`src/rtl/i2c_pkg.sv`:
```
// Shared types and bus constants for the buffered I2C target.
package i2c_pkg;

    typedef enum logic [2:0] {
        IDLE,
        ADDR,
        ADDR_ACK,
        WR_DATA,
        WR_ACK,
        RD_DATA,
        RD_ACK,
        WAIT_STOP
    } i2c_state_t;

    localparam logic I2C_ACK  = 1'b0;
    localparam logic I2C_NACK = 1'b1;

endpackage

```
`src/rtl/sync_fifo.sv`:
```
// Single-clock first-word-fall-through FIFO; push is ignored when full, pop when empty.
module sync_fifo #(
    parameter int WIDTH = 8,
    parameter int DEPTH = 4
) (
    input  logic             clk,
    input  logic             rst,
    input  logic             push,
    input  logic [WIDTH-1:0] wr_data,
    input  logic             pop,
    output logic [WIDTH-1:0] rd_data,
    output logic             full,
    output logic             empty
);

    localparam int AW = $clog2(DEPTH);
    localparam logic [AW:0] FULL_CNT = (AW+1)'(DEPTH);

    logic [WIDTH-1:0] mem [DEPTH];
    logic [AW-1:0]    wr_ptr;
    logic [AW-1:0]    rd_ptr;
    logic [AW:0]      count;
    logic             push_ok;
    logic             pop_ok;

    assign full    = (count == FULL_CNT);
    assign empty   = (count == '0);
    assign push_ok = push && !full;
    assign pop_ok  = pop && !empty;
    assign rd_data = mem[rd_ptr];

    // NOTE: storage has no reset; only pointers and count need a defined value.
    always_ff @(posedge clk) begin
        if (push_ok) mem[wr_ptr] <= wr_data;
    end

    always_ff @(posedge clk) begin
        if (rst) begin
            wr_ptr <= '0;
            rd_ptr <= '0;
            count  <= '0;
        end else begin
            if (push_ok) wr_ptr <= wr_ptr + AW'(1);
            if (pop_ok)  rd_ptr <= rd_ptr + AW'(1);
            case ({push_ok, pop_ok})
                2'b10:   count <= count + (AW+1)'(1);
                2'b01:   count <= count - (AW+1)'(1);
                default: ;
            endcase
        end
    end

endmodule

```
`src/rtl/i2c_slave_buf.sv`:
```
// Buffered I2C target: fixed 7-bit address, RX/TX byte FIFOs toward the user.
// Define I2C_SLAVE_STRETCH_EN to stretch SCL on RX full / TX empty instead of NACK / 0xFF.
module i2c_slave_buf
    import i2c_pkg::*;
#(
    parameter logic [6:0] SLAVE_ADDRESS = 7'h21,
    parameter int         FIFO_DEPTH    = 4,
    parameter int         SYNC_STAGES   = 2
) (
    input  logic       clk,
    input  logic       rst,
    input  logic       scl_i,
    input  logic       sda_i,
    output logic       scl_o,
    output logic       sda_o,
    output logic [7:0] rx_data,
    output logic       rx_valid,
    input  logic       rx_ready,
    input  logic [7:0] tx_data,
    input  logic       tx_valid,
    output logic       tx_ready,
    output logic       busy,
    output logic       rx_overflow
);

`ifdef I2C_SLAVE_STRETCH_EN
    localparam bit STRETCH = 1'b1;
`else
    localparam bit STRETCH = 1'b0;
`endif

    logic [SYNC_STAGES-1:0] scl_sync, sda_sync;
    logic       scl_s, sda_s, scl_q, sda_q;
    logic       scl_rise, scl_fall, start_det, stop_det, sda_smp;
    i2c_state_t state, state_nxt;
    logic [3:0] bit_cnt;
    logic [7:0] shift_reg;
    logic       rw_bit, m_ack, sda_o_r, busy_r, overflow_r;
    logic       wr_wait, rd_wait;
    logic       byte_done, addr_hit, bus_event, push_req, load_req, do_load;
    logic       rx_push, rx_pop, rx_full, rx_empty;
    logic       tx_push, tx_pop, tx_full, tx_empty;
    logic [7:0] rx_head, tx_head, rd_byte;

    assign scl_s = scl_sync[SYNC_STAGES-1];
    assign sda_s = sda_sync[SYNC_STAGES-1];

    // NOTE: all sequential state uses <= so every flop samples pre-edge values.
    always_ff @(posedge clk) begin
        if (rst) begin
            scl_sync  <= '1;
            sda_sync  <= '1;
            scl_q     <= 1'b1;
            sda_q     <= 1'b1;
            scl_rise  <= 1'b0;
            scl_fall  <= 1'b0;
            start_det <= 1'b0;
            stop_det  <= 1'b0;
            sda_smp   <= 1'b1;
        end else begin
            scl_sync  <= {scl_sync[SYNC_STAGES-2:0], scl_i};
            sda_sync  <= {sda_sync[SYNC_STAGES-2:0], sda_i};
            scl_q     <= scl_s;
            sda_q     <= sda_s;
            scl_rise  <= scl_s & ~scl_q;
            scl_fall  <= ~scl_s & scl_q;
            start_det <= scl_s & scl_q & sda_q & ~sda_s;
            stop_det  <= scl_s & scl_q & ~sda_q & sda_s;
            sda_smp   <= sda_s;
        end
    end

    assign byte_done = (bit_cnt == 4'd8);
    assign addr_hit  = (shift_reg[7:1] == SLAVE_ADDRESS);
    assign bus_event = start_det | stop_det;

    always_ff @(posedge clk) begin
        if (rst) state <= IDLE;
        else     state <= state_nxt;
    end

    // NOTE: every always_comb output gets a default first so no latch is inferred.
    always_comb begin
        state_nxt = state;
        push_req  = 1'b0;
        load_req  = 1'b0;
        if (stop_det) begin
            state_nxt = IDLE;
        end else if (start_det) begin
            state_nxt = ADDR;
        end else if (scl_fall) begin
            case (state)
                ADDR:     if (byte_done) state_nxt = addr_hit ? ADDR_ACK : WAIT_STOP;
                ADDR_ACK: begin
                    state_nxt = rw_bit ? RD_DATA : WR_DATA;
                    load_req  = rw_bit;
                end
                WR_DATA:  if (byte_done) begin
                    state_nxt = WR_ACK;
                    push_req  = 1'b1;
                end
                WR_ACK:   if (!wr_wait) state_nxt = WR_DATA;
                RD_DATA:  if (byte_done && !rd_wait) state_nxt = RD_ACK;
                RD_ACK:   begin
                    state_nxt = (m_ack == I2C_ACK) ? RD_DATA : WAIT_STOP;
                    load_req  = (m_ack == I2C_ACK);
                end
                default:  ;
            endcase
        end
    end

    // A stalled push or load completes as soon as the FIFO allows it.
    assign rx_push = !rx_full && (push_req || (wr_wait && !bus_event));
    assign do_load = (load_req || (rd_wait && !bus_event)) && (!STRETCH || !tx_empty);
    assign tx_pop  = do_load && !tx_empty;
    assign rd_byte = tx_pop ? tx_head : 8'hFF;

    always_ff @(posedge clk) begin
        if (rst) begin
            bit_cnt    <= '0;
            shift_reg  <= '0;
            rw_bit     <= 1'b0;
            m_ack      <= I2C_NACK;
            sda_o_r    <= 1'b1;
            busy_r     <= 1'b0;
            overflow_r <= 1'b0;
            wr_wait    <= 1'b0;
            rd_wait    <= 1'b0;
        end else if (bus_event) begin
            bit_cnt <= '0;
            sda_o_r <= 1'b1;
            wr_wait <= 1'b0;
            rd_wait <= 1'b0;
            if (stop_det) busy_r <= 1'b0;
        end else begin
            if (scl_rise) begin
                if ((state == ADDR || state == WR_DATA || state == RD_DATA) && !byte_done)
                    bit_cnt <= bit_cnt + 4'd1;
                if (state == ADDR || state == WR_DATA)
                    shift_reg <= {shift_reg[6:0], sda_smp};
                if (state == RD_ACK)
                    m_ack <= sda_smp;
            end
            if (scl_fall) begin
                case (state)
                    ADDR: if (byte_done) begin
                        bit_cnt <= '0;
                        if (addr_hit) begin
                            sda_o_r <= I2C_ACK;
                            busy_r  <= 1'b1;
                            rw_bit  <= shift_reg[0];
                        end else begin
                            busy_r  <= 1'b0;
                        end
                    end
                    ADDR_ACK: begin
                        sda_o_r <= 1'b1;
                        bit_cnt <= '0;
                    end
                    WR_DATA: if (byte_done) begin
                        bit_cnt <= '0;
                        if (rx_full) begin
                            if (STRETCH) begin
                                wr_wait <= 1'b1;
                            end else begin
                                sda_o_r    <= I2C_NACK;
                                overflow_r <= 1'b1;
                            end
                        end
                    end
                    WR_ACK: if (!wr_wait) sda_o_r <= 1'b1;
                    RD_DATA: if (!rd_wait) begin
                        if (byte_done) begin
                            sda_o_r <= 1'b1;
                        end else begin
                            shift_reg <= {shift_reg[6:0], 1'b0};
                            sda_o_r   <= shift_reg[6];
                        end
                    end
                    default: ;
                endcase
            end
            if (rx_push) begin
                sda_o_r <= I2C_ACK;
                wr_wait <= 1'b0;
            end
            if (load_req && STRETCH && tx_empty) rd_wait <= 1'b1;
            if (do_load) begin
                shift_reg <= rd_byte;
                sda_o_r   <= rd_byte[7];
                bit_cnt   <= '0;
                rd_wait   <= 1'b0;
            end
        end
    end

    sync_fifo #(.WIDTH(8), .DEPTH(FIFO_DEPTH)) u_rx_fifo (
        .clk     (clk),
        .rst     (rst),
        .push    (rx_push),
        .wr_data (shift_reg),
        .pop     (rx_pop),
        .rd_data (rx_head),
        .full    (rx_full),
        .empty   (rx_empty)
    );

    sync_fifo #(.WIDTH(8), .DEPTH(FIFO_DEPTH)) u_tx_fifo (
        .clk     (clk),
        .rst     (rst),
        .push    (tx_push),
        .wr_data (tx_data),
        .pop     (tx_pop),
        .rd_data (tx_head),
        .full    (tx_full),
        .empty   (tx_empty)
    );

    assign rx_valid    = !rx_empty;
    assign rx_pop      = rx_valid && rx_ready;
    assign rx_data     = rx_valid ? rx_head : 8'h00;
    assign tx_ready    = !tx_full;
    assign tx_push     = tx_valid && tx_ready;
    assign scl_o       = !(wr_wait || rd_wait);
    assign sda_o       = sda_o_r;
    assign busy        = busy_r;
    assign rx_overflow = overflow_r;

endmodule

```
`config.mk`:
```
export PLATFORM = sky130hd
export DESIGN_NAME = i2c_slave_buf
export DESIGN_NICKNAME = d
export VERILOG_FILES = /design/src/rtl/i2c_pkg.sv /design/src/rtl/sync_fifo.sv /design/src/rtl/i2c_slave_buf.sv
export SDC_FILE = /design/constraint.sdc
export NUM_CORES = 1
export LEC_CHECK = 0
export ABC_AREA = 1
export CAP_MARGIN = 20
export CORE_UTILIZATION = 40
export DETAILED_ROUTE_END_ITERATION = 6
export DONT_BUFFER_PORTS = 1
export HOLD_SLACK_MARGIN = 0.05
export PLACE_DENSITY_LB_ADDON = 0.08
export RECOVER_POWER = 100
export SLEW_MARGIN = 0
export SYNTH_ARGS = -nofsm -noshare
export SYNTH_HDL_FRONTEND = slang
export SYNTH_HIERARCHICAL = 1
export SYNTH_SLANG_ARGS = --single-unit
export TNS_END_PERCENT = 30
```
`constraint.sdc`:
```
create_clock -name clk -period 3.1 [get_ports clk]
set_input_delay 0.62 -clock clk [delete_from_list [all_inputs] [get_ports clk]]
set_output_delay 0.62 -clock clk [all_outputs]
set_load 0.05 [all_outputs]
```
## After elaboration in Yosys (flattened, before gate mapping)

Memory sizes are Yosys's and may differ from the RTL's. A register that Yosys moved wholly into a read port is not among the register bits.
Index checks and enable logic that the tools add are counted.

| storage, ports and cells | value |
|---|---|
| flip-flop bits (word level) | 44 |
| bits in writable memories | 64 |
| input bits | 14 |
| output and inout port bits | 14 |
| word-level logic and storage cells | 170 |
| memories kept | 2 |

Memory list:

| name | depth | bits a word | read ports | clocked after Yosys merged registers in | write ports | RTL line | text |
|---|---|---|---|---|---|---|---|
| u_rx_fifo.mem | 4 | 8 | 1 | 1 | 1 | sync_fifo.sv:19 | `logic [WIDTH-1:0] mem [DEPTH];` |
| u_tx_fifo.mem | 4 | 8 | 1 | 1 | 1 | sync_fifo.sv:19 |  |

| cells by class | value |
|---|---|
| add/sub/neg operators | 9 |
| equal/unequal tests | 25 |
| muxes and demuxes | 56 |
| bitwise logic cells | 14 |
| reduce and logical (&&, ||, !) cells | 41 |

Operators by type and width:

| cell | number |
|---|---|
| two-way mux 8 bit | 8 |
| two-way mux 1 bit | 28 |
| AND reduction 5 bit | 4 |
| one-hot mux 3 bit (6 select lines) | 1 |
| two-way mux 4 bit | 4 |
| == test 3 bit, second input constant | 5 |
| two-way mux 3 bit | 5 |
| nonzero test 7 bit | 2 |
| inequality test 4 x 3 -> 1 bit, second input constant | 3 |
| one-hot mux 3 bit (2 select lines) | 2 |
| nonzero test 2 bit | 6 |
| two-way mux 2 bit | 5 |
| logical AND 1 bit | 9 |
| inequality test 3 bit, second input constant | 3 |
| adder 2 x 1 -> 2 bit, second input constant | 4 |
| inequality test 2 bit, second input constant | 4 |
| one-hot mux 4 bit (2 select lines) | 1 |
| OR reduction 2 bit | 4 |
| bitwise AND 1 bit | 7 |
| == test 7 x 6 -> 1 bit, second input constant | 1 |
| adder 3 x 1 -> 3 bit, second input constant | 2 |
| == test 3 x 2 -> 1 bit, second input constant | 2 |
| zero test 3 bit | 2 |
| inverter 1 bit | 6 |
| other kinds (18) | 27 |

## Logic depth before layout (Yosys ltp)

Gate-level depths: netlist of run 1.

| logic depth | value |
|---|---|
| depth after elaboration | 10 |
| gate-level depth with buffers | 17 |
| gate-level depth less buffers | 17 |

## Hierarchy

Netlist of run 1, hierarchy kept.

By module, submodules not included:

| module | instances | cells each | area each (um2) | sequential area each (um2) |
|---|---|---|---|---|
| sync_fifo | 2 | 146 | 1691.6 | 1141.1 |
| i2c_slave_buf | 1 | 260 | 1656.6 | 600.6 |

## Worst setup path after synthesis of run 1

Ideal clock, no wire load.

| timing path | value |
|---|---|
| path kind | reg2reg |
| from | reg bit_cnt[0] |
| to | reg u_rx_fifo.count[2] |
| setup time | 0.113 ns |
| arrival | 2.040 ns |
| required time | 2.987 ns |
| path slack | 0.947 ns |
| stages on the path, launching flop included | 17 |
| path buffers | 0 |
| clock period less this slack | 2.153 ns |
| cells stage by stage | dfxtp_1 inv_1 ha_1 nand3_1 nor2_1 nand3_1 inv_1 nand2_4 ha_1 inv_1 fa_1 inv_1 nand2_1 nand3_1 nand2_1 nand2_1 nor2_1 |

| between the ends | value |
|---|---|
| cells in the longest elaborated chain, start to end | 10 |
| elaborated cells on any way between the ends | 12 |
| those cells by class | 3 x eq/ne; 6 x mux; 3 x reduce/logical |

RTL lines:

| what | RTL line | text |
|---|---|---|
| start, declared | i2c_slave_buf.sv:36 | `logic [3:0] bit_cnt;` |
| start signal, assigned | i2c_slave_buf.sv:139 | `bit_cnt <= bit_cnt + 4'd1;` |
| == test 4 bit (*) | i2c_slave_buf.sv:73 | `assign byte_done = (bit_cnt == 4'd8);` |
| two-way mux 1 bit (*) | i2c_slave_buf.sv:98 | `WR_DATA: if (byte_done) begin` |
| two-way mux 1 bit (*) | i2c_slave_buf.sv:92 | `case (state)` |
| two-way mux 1 bit (*) | i2c_slave_buf.sv:91 | `end else if (scl_fall) begin` |
| two-way mux 1 bit (*) | i2c_slave_buf.sv:89 | `end else if (start_det) begin` |
| two-way mux 1 bit (*) | i2c_slave_buf.sv:87 | `if (stop_det) begin` |
| logical AND 1 bit (*) | i2c_slave_buf.sv:114 | `assign rx_push = !rx_full && (push_req \|\| (wr_wait && !bus_event));` |
| via rx_push | i2c_slave_buf.sv:41 | `logic rx_push, rx_pop, rx_full, rx_empty;` |
| logical AND 1 bit (*) | sync_fifo.sv:28 | `assign push_ok = push && !full;` |
| == test 2 x 1 -> 1 bit or == test 2 bit (tied branches) | sync_fifo.sv:45 | `case ({push_ok, pop_ok})` |
| one-hot mux 3 bit (2 select lines) or nonzero test 2 bit (tied branches) | - |  |
| end signal, assigned | sync_fifo.sv:46 | `2'b10: count <= count + (AW+1)'(1);` |
| end signal, assigned | sync_fifo.sv:47 | `2'b01: count <= count - (AW+1)'(1);` |
| end, declared | sync_fifo.sv:22 | `logic [AW:0] count;` |

The timed path passes the listed nets; every way through them passes the cells marked *.
A chain may end at the register's enable or synchronous reset.

==> results of run 1 <==
[layer usage]
metal / up-vias / global-route usage, % / routed length (microns)
met2: 57 / 26.8 / 4550
met5: - / 0 / 0
met3: 12 / 3.18 / 356
li1: 1842 / - / -
met1: 1679 / 20.7 / 4700
met4: 0 / 7.45 / 194
[synthesized netlist by cell type]
cell and number:
nand2_2 6, nor2_4 3, nor3b_1 1, or2_2 4
conb_1 1, o21ai_2 6, edfxtp_1 64, buf_2 1
o22ai_1 16, o211ai_1 2, inv_2 5, fa_1 2
nand3_1 27, nand2_4 3, a21oi_1 23, dfxtp_1 48
xor2_1 2, buf_4 1, nand4_1 2, nor2_2 4
nor2_1 95, nor3_1 4, a21oi_2 1, o21a_1 2
or2_0 1, buf_6 4, inv_1 78, nand2_1 85
a31oi_1 1, clkbuf_1 3, ha_1 12, a211oi_1 2
o21ai_1 3, o21ai_0 38, nand3_2 2
[final cells by class]
cell class / count / area share, %
Inverter: 83 / 5.68
Clock inverter: 4 / 0.388
Tap cell: 168 / 3.83
Timing Repair Buffer: 16 / 1.37
Multi-Input combinational cell: 348 / 31.7
Clock buffer: 12 / 4.49
Sequential cell: 112 / 52.6
[worst reg2reg max path, cell delays in order, from the launching register on]
cell,delay (ns)
dfxtp_1,0.43
inv_1,0.15
nor2_4,0.13
nand3_1,0.08
nand2_1,0.12
nand2_1,0.20
nor2_4,0.23
nand2_1,0.10
inv_1,0.09
ha_1,0.17
inv_1,0.06
fa_1,0.38
inv_1,0.06
nand2_1,0.05
nand3_1,0.09
nand2_1,0.07
nand2_1,0.06
nor2_1,0.03
[final timing paths]
check                              to   startpoint  cells past startpoint
setup / recovery           rx_data[0]         flop                      6
hold / removal    u_tx_fifo/wr_ptr[1]          rst                      1
setup reg to reg   u_tx_fifo/count[2]     state[1]                     17
hold reg to reg           sda_sync[1]  sda_sync[0]                      1
[cells by family (layout without fill, tap and decap cells)]
group,Yosys count,count (layout),synth area share (%)
and+or+nand+nor,237,237,20.5
DFF,112,112,57.2
AOI/OAI and AO/OA,94,94,10.6
buffers and inverters,92,115,7.55
adders and majority gates,14,14,3.77
xor gates and xnor gates,2,2,0.348
other,1,1,0.0744
[power breakdown]
| part | internal, uW | total, uW | switching, uW |
|---|---|---|---|
| clock network | 565 | 1070 | 500 |
| registers | 1590 | 1610 | 16.0 |
| logic | 27.7 | 93.1 | 65.5 |
[metrics by stage]
stage | hold slack [ns] | power [uW]
finish | 0.335 | 2770
global route | 0.324 | 2870
CTS | 0.320 | 2810
detailed placement | 0.393 | 1740
global placement | 0.395 | 1740
floorplan | 0.389 | 1720
==> results.toml, run 1 <==
[route]
firstDrtPassIters = 4
wl_microns = 9810
via_per_inst = 4.83
final_antenna_net_count = 0
drc_errors = 0
vias = 3590
wire_per_inst_microns = 13.2
drt_iter0_markers = 296

[global_routing]
gr-usage-all-layers_pct = 16.3
antenna_found_initial = 0
grt_overflow = 0
grt_max_degree = 19
grt_pass1_vias = 3428
grt_pass1_wl_microns = 16300

[logic_synthesis]
yosysTopAreaCell = "edfxtp_1"
ys_top_cells_by_area = "edfxtp_1 (38%), dfxtp_1 (19%), nor2_1 (7.1%)"
ys_ff_latch = 112
syn_area_per_cell_sq_um = 9.13
yosys_warnings = 6
synth_top_area_share_pct = 38.1
synth_cell_types = 35
synth_nets = 580
seq_area_frac_synth_pct = 57.2
syn-instance-count = 552
syn-cell-area_sq_mm = 0.00504

[die]
ioPinCount = 28
fp-row-count = 40
core_region_area_sq_mm = 0.0122
die_area_sq_mm = 0.0131
die_h_microns = 114
die_x_microns = 114
start_util_pct = 41.4

[sta]
finalCritPeriodShare_pct = 84.5
slew_viol_final = 0
finalClockSkew_ns = 0.00858
fin_crit_ns = 2.62
hold_viol_final = 0
worst_slack_ns = 0.482
worst_pin_slew_ns = 0.755
max_freq_mhz = 382
tns_ns = 0
rsz0062_at_grt = "false"
maxSlewHeadroom_pct = 49.5
finalSetupViolCount = 0

[placed_design]
pre_cts_slack_ns = 0.687
postPlaceCellArea_sq_mm = 0.00530
place_congestion = 0.827
place_hpwl_microns = 6810
dp_cells = 727
io_buffers = 0

[flow_run]
cap_violations = 0

[cells_and_area]
layout_commonest_cell = "nor2_1"
n_fill_cell = 1216
seq_area_sq_mm = 0.00288
fin_area_sq_mm = 0.00548
postLayoutCoreUtil_pct = 45.1
final_cells = 743
drive_gt1_share_pct = 7.30
syn_to_final_growth_pct = 8.81
nets = 598
diodes = 0
multi_input_area_sq_mm = 0.00174
final_cell_mix = "nor2_1 (97), nand2_1 (91), inv_1 (80)"

[hold_path]
hold_path_class = "in -> reg"

[critical_path]
reg2reg_setup_slack_ns = 0.51
worst_setup_path_start_kind = "flop"
cp_slowest_cell = "dfxtp_1"
crit_fanout = 9
cp_num_buf_inv = 3
cp_top_family = "buffers and inverters"
end_kind = "primary output"
path_cells = "clkbuf_1, o21ai_0, o22ai_1, inv_1, nor2_1, clkbuf_2"
cp.required_ns = 2.48
crit_arrival_ns = 2.00
crit_type = "reg -> out"
max_stage_delay_ns = 0.50

[clock_tree]
post_cts_buffers = 0
cts_root_buffer = "clkbuf_16"
numCtsBuffers = 9
htreeDepth = 3
clock_path_buffers = 2
path_clk_slew_ns = 0.07
clk_latency_ns = 0.35
hold_buffers = 0
tritoncts = "done"
post_cts_resized = 0
clock_sinks = 112

[pwr]
irDropWorstVdd_mv = 0.379
p_leak_uw = 0.00219
power_density_mw_per_mm2 = 505

[run_status]
status = "finished, final reports clean"
Power figures use the tool's default switching activity.
==> run 2, diff against run 1 <==
==> constraint.sdc (replaced) <==
create_clock -name clk -period 2.19 [get_ports clk]
set_input_delay 0.438 -clock clk [delete_from_list [all_inputs] [get_ports clk]]
set_output_delay 0.438 -clock clk [all_outputs]
set_load 0.05 [all_outputs]
==> run 2 against run 1 <==
Via count down 0.31%; largest power group unchanged; critical endpoint is now u_tx_fifo/count[2]; largest cell class unchanged; sequential power up 42%; sequential share of layout area down 2.4 points; critical path type is now reg -> reg; highest routed layer unchanged.
==> results.toml, run 2 (synthesized netlist as in run 1, its figures left out) <==
[run_status]
status = "finished, final reports clean"

[cells_and_area]
fin_area_sq_mm = 0.00576
nets = 613
diodes = 0
layout_commonest_cell = "nor2_1"
syn_to_final_growth_pct = 14.4
final_cell_mix = "nor2_1 (93), nand2_1 (85), inv_1 (74)"
drive_gt1_share_pct = 15.9

[clock_tree]
htreeDepth = 3
hold_buffers = 0
clock_path_buffers = 2
clk_latency_ns = 0.35
cts_root_buffer = "clkbuf_16"
clock_sinks = 112
path_clk_slew_ns = 0.06
tritoncts = "done"
numCtsBuffers = 9

[pwr]
p_leak_uw = 0.00235
power_density_mw_per_mm2 = 720
total_power_uw = 4150
irDropWorstVdd_mv = 0.427

[route]
wire_per_inst_microns = 13.2
wl_microns = 10000
via_per_inst = 4.72
firstDrtPassIters = 4
drt_iter0_markers = 142
final_antenna_net_count = 0
vias = 3579
drc_errors = 0

[global_routing]
top_usage_layer = "met2"
use_met1_pct = 20.3
grt_pass1_vias = 3472
grt_pass1_wl_microns = 16600
grt_max_degree = 19
antenna_found_initial = 0
met2_usage_pct = 29.2
use_met3_pct = 3.23
gr-usage-all-layers_pct = 16.8
grt_overflow = 0

[flow_run]
cap_violations = 0

[die]
ioPinCount = 28
die_h_microns = 114
core_region_area_sq_mm = 0.0122
die_area_sq_mm = 0.0131
die_x_microns = 114
start_util_pct = 41.4
fp-row-count = 40

[sta]
maxSlewHeadroom_pct = 63.5
fin_crit_ns = 2.04
worst_slack_ns = 0.152
finalCritPeriodShare_pct = 93.1
finalSetupViolCount = 0
max_freq_mhz = 491
slew_viol_final = 0
tns_ns = 0
hold_viol_final = 0
finalClockSkew_ns = 0.00579
worst_pin_slew_ns = 0.547

[critical_path]
crit_fanout = 6
crit_type = "reg -> reg"
end_kind = "flop"
cp.required_ns = 2.43
crit_arrival_ns = 2.28
worst_setup_path_start_kind = "flop"

[placed_design]
io_buffers = 0
pre_cts_slack_ns = 0.0253
place_hpwl_microns = 7170
place_congestion = 0.822
postPlaceCellArea_sq_mm = 0.00541

[hold_path]
hold_path_class = "in -> reg"
[run 2: worst max-delay path: stages (launching register included)]
cell	delay, ns
dfxtp_2	0.37
inv_2	0.10
nand4_1	0.14
nand2_2	0.13
nand2_4	0.06
nor2_4	0.08
nand2_1	0.08
inv_2	0.07
ha_2	0.17
inv_1	0.06
fa_1	0.38
nand2_1	0.09
nand3_1	0.09
nor2_1	0.09
nor2_1	0.05
[run 2: worst paths after layout]
path | to | slack (ns) | cells after the start | from
hold reg to reg | sda_sync[1] | 0.41 | 1 | sda_sync[0]
setup reg to reg | u_tx_fifo/count[2] | 0.15 | 14 | state[0]
setup / recovery | u_tx_fifo/count[2] | 0.15 | 14 | state[0]
hold / removal | u_tx_fifo/wr_ptr[1] | 0.15 | 1 | rst
[run 2: timing repair]
| action | 4_1_cts | 5_1_grt |
|---|---|---|
| setup buffers | 0 | 1 |
| gates resized for setup | 0 | 19 |
| endpoints found under the setup margin | 0 | 11 |
[run 2: final cells by class]
type                            instances  area, sq um
Multi-Input combinational cell        348         1800
Sequential cell                       112         2890
Clock buffer                           12          246
Clock inverter                          4         70.1
Tap cell                              168          210
Timing Repair Buffer                   31          233
Fill cell                            1188         6400
Inverter                               83          312
[run 2: routing by layer]
layer | vias to the layer above | share of wire [%] | wire length [microns]
met4 | 0 | 1.9 | 188
met3 | 12 | 2.8 | 280
met5 | - | 0 | 0
met1 | 1654 | 46 | 4590
met2 | 41 | 50 | 4960
li1 | 1872 | - | -
[run 2: through the flow]
| step | hold WS, ns | util, % | cells |
|---|---|---|---|
| after global routing | 0.137 | 47.4 | 758 |
| after global placement | 0.393 | 44.5 | 741 |
| final | 0.153 | 47.4 | 758 |
| after CTS | 0.141 | 47.1 | 757 |
| after detailed placement | 0.396 | 44.5 | 741 |
| after floorplan | 0.389 | - | 552 |
[run 2: power by group]
part	leakage (uW)	internal, uW	switching (uW)
clock	0.000157	1030	702
sequential	0.000915	2260	22.4
combinational	0.00128	45.2	95.8
total	0.00235	3330	820
==> run 3, diff against run 2 <==
--- a/config.mk
+++ b/config.mk
@@ -10,6 +10,7 @@
 export CORE_UTILIZATION = 40
 export DETAILED_ROUTE_END_ITERATION = 6
 export DONT_BUFFER_PORTS = 1
+export GPL_TIMING_DRIVEN = 1
 export HOLD_SLACK_MARGIN = 0.05
 export PLACE_DENSITY_LB_ADDON = 0.08
 export RECOVER_POWER = 100
==> results of run 3 <==
Final layout, timing and power as in run 2 (identical DEF).
==> edit (flow settings as in run 2) <==
The 8 states of `i2c_state_t` get a one-hot encoding in 8 bits.
--- a/src/rtl/i2c_pkg.sv
+++ b/src/rtl/i2c_pkg.sv
@@ -1,15 +1,15 @@
 // Shared types and bus constants for the buffered I2C target.
 package i2c_pkg;
 
-    typedef enum logic [2:0] {
-        IDLE,
-        ADDR,
-        ADDR_ACK,
-        WR_DATA,
-        WR_ACK,
-        RD_DATA,
-        RD_ACK,
-        WAIT_STOP
+    typedef enum logic [7:0] {
+        IDLE      = 8'b00000001,
+        ADDR      = 8'b00000010,
+        ADDR_ACK  = 8'b00000100,
+        WR_DATA   = 8'b00001000,
+        WR_ACK    = 8'b00010000,
+        RD_DATA   = 8'b00100000,
+        RD_ACK    = 8'b01000000,
+        WAIT_STOP = 8'b10000000
     } i2c_state_t;
 
     localparam logic I2C_ACK  = 1'b0;
Formal check against the unedited RTL: same outputs for any inputs over 4 cycles, from zero or initial values and one cycle with rst high; so few cycles prove little.
==> edit against run 2 <==
  * Fmax decreased by 3.3%
  * Critical path depth up 4
  * Area after synthesis is 10% higher
  * Design area up 18%
  * Total power rose by 33%
  * Via count grew 16%
  * Wire length grew 17%
  * Worst setup slack lost 0.069 ns
  * Clock power increased by 72%
  * Sequential cell count increased by 5
==> edit: results (changes against run 2) <==
metric;value;unit;change
dr.pass1.iters;5;;+1
clk_path_buf_depth;2;;unchanged
antenna_found_initial;0;;unchanged
setup_ws;0.08329;ns;-0.06877 ns
clk_pin_slew;0.05;ns;
synthTopCellsByArea;edfxtp_1, dfxtp_1, nand2_1;;
htreeDepth;4;;+1
seq_area_frac_synth;53.62;%;-3.6 points
routabilityCongestion;0.8407;;+2.3%
first_iter_violations;199;;+40%
final_nets;718;;+17%
finalSetupViolations;0;;unchanged
diodes;0;;unchanged
place_area;5998;um^2;+11%
numCtsBuffers;17;;+8
grt_pass1_vias;4070;;+17%
cts_root_buf;clkbuf_16;;
cp_slowest_cell;fa_2;;
critPathMaxFanout;5;;-1
yosys_warnings;6;;unchanged
synthTopCellsByCount;nand2_1, nor2_1, inv_1;;
ys_async_sr_fraction;0;%;unchanged
grt_max_degree;20;;+1
io_buffers;0;;unchanged
drive_gt1_share;23.19;%;+7.3 points
hold_class;input pin to flip-flop;;
grt_usage;17.92;%;+1.1 points
synth_nets;665;;+15%
detail_route.wirelength;11.73;mm;+17%
cp_top_family;simple AND/OR/NAND/NOR gates;;
reg_top3;u_rx_fifo/mem x32, u_tx_fifo/mem x32;;
cpPeakStageDelay;0.37;ns;
synth_edf_count;64;;unchanged
via_per_inst;4.743;;+0.45%
synth_cell_types;34;;-2.9%
skew;0.006157;ns;+0.0003656 ns
synth_seq_cells;117;;+4.5%
tightest_slew;0.5608;ns;+0.01387 ns
pre_cts_ws;-0.04766;ns;-0.07294 ns
insertion_delay;0.42;ns;+0.07 ns
ir_drop;0.3971;mV;-7.1%
status;finished clean;;
place_hpwl;8.396;mm;+17%
leakage;2.846;nW;+21%
cp.arrival;2.42;ns;+0.14 ns
grt_pass1_wl;19.61;mm;+18%
## edit: cell types whose count changed in the layout (fill, tap and decap cells not counted), sizes merged, moves of 2 or more
| cell | run 2 | this run |
|---|---|---|
| nand2 | 94 | 129 |
| clkinv | 2 | 6 |
| inv | 83 | 102 |
| o21ai | 47 | 44 |
| bufinv | 2 | 5 |
| nor2 | 102 | 120 |
| dfxtp | 48 | 53 |
| nand3 | 29 | 42 |
| buf | 30 | 43 |
| a211oi | 2 | 0 |
| clkbuf | 13 | 19 |
| nand4 | 2 | 6 |
| a21oi | 24 | 26 |
## edit: cell families (layout without fill, tap and decap cells)
| logic type | count (synthesis) | count (layout) | synth area share, % |
|---|---|---|---|
| AOI/OAI and AO/OA | 89 | 89 | 9.042 |
| xor gates and xnor gates | 1 | 1 | 0.1575 |
| adders and majority gates | 14 | 14 | 3.419 |
| buffers and inverters | 110 | 176 | 8.120 |
| DFF | 117 | 117 | 53.62 |
| other | 1 | 1 | 0.06741 |
| and+or+nand+nor | 305 | 305 | 25.57 |
## edit: report_power, final
| group | leakage [nW] | switching (W) | total [W] | internal [W] |
|---|---|---|---|---|
| clock | 0.307 | 0.000971 | 0.00298 | 0.00201 |
| combinational | 1.58 | 0.000109 | 0.000161 | 0.0000517 |
| sequential | 0.957 | 0.0000215 | 0.00237 | 0.00235 |
| total | 2.85 | 0.00110 | 0.00552 | 0.00441 |
## edit: worst register-to-register path: cells and delay by family, from the launching register on
kind	cells	cell delay [ns]
adders and majority gates	2	0.51
and+or+nand+nor	12	0.90
DFF	1	0.34
buffers and inverters	4	0.25
## edit: stage by stage
step / instances / hold WS, ns
after floorplan: 637 / 0.3895
after global placement: 842 / 0.3946
after detailed placement: 842 / 0.3945
after CTS: 874 / 0.06620
after global routing: 879 / 0.07282
final: 879 / 0.08332
## edit: layout make-up
class	count	area [um^2]
Timing Repair Buffer	43	330.3
Tap cell	176	220.2
Clock inverter	13	205.2
Clock buffer	19	432.9
Sequential cell	117	2999
Inverter	101	384.1
Multi-Input combinational cell	410	2221
Fill cell	1281	6608
## edit: metal layers
layer | vias up | GRT usage (%) | share of wire [%]
li1 | 2165 | - | -
met1 | 1902 | 22.29 | 46
met2 | 81 | 29.27 | 48
met3 | 21 | 4.468 | 3.9
met4 | 0 | 7.969 | 1.9
met5 | - | 0 | 0
## edit: path summary, 6_finish.rpt
check              startpoint             endpoint  cells past startpoint
setup / recovery     state[1]   u_tx_fifo/count[2]                     18
hold / removal            rst  u_tx_fifo/wr_ptr[0]                      1
setup reg to reg     state[1]   u_tx_fifo/count[2]                     18
hold reg to reg   scl_sync[0]          scl_sync[1]                      1
## edit: timing repair
action	CTS	global route
pin swaps	4	17
setup buffers	0	5
gates resized for setup	10	37
setup endpoints to repair	7	9
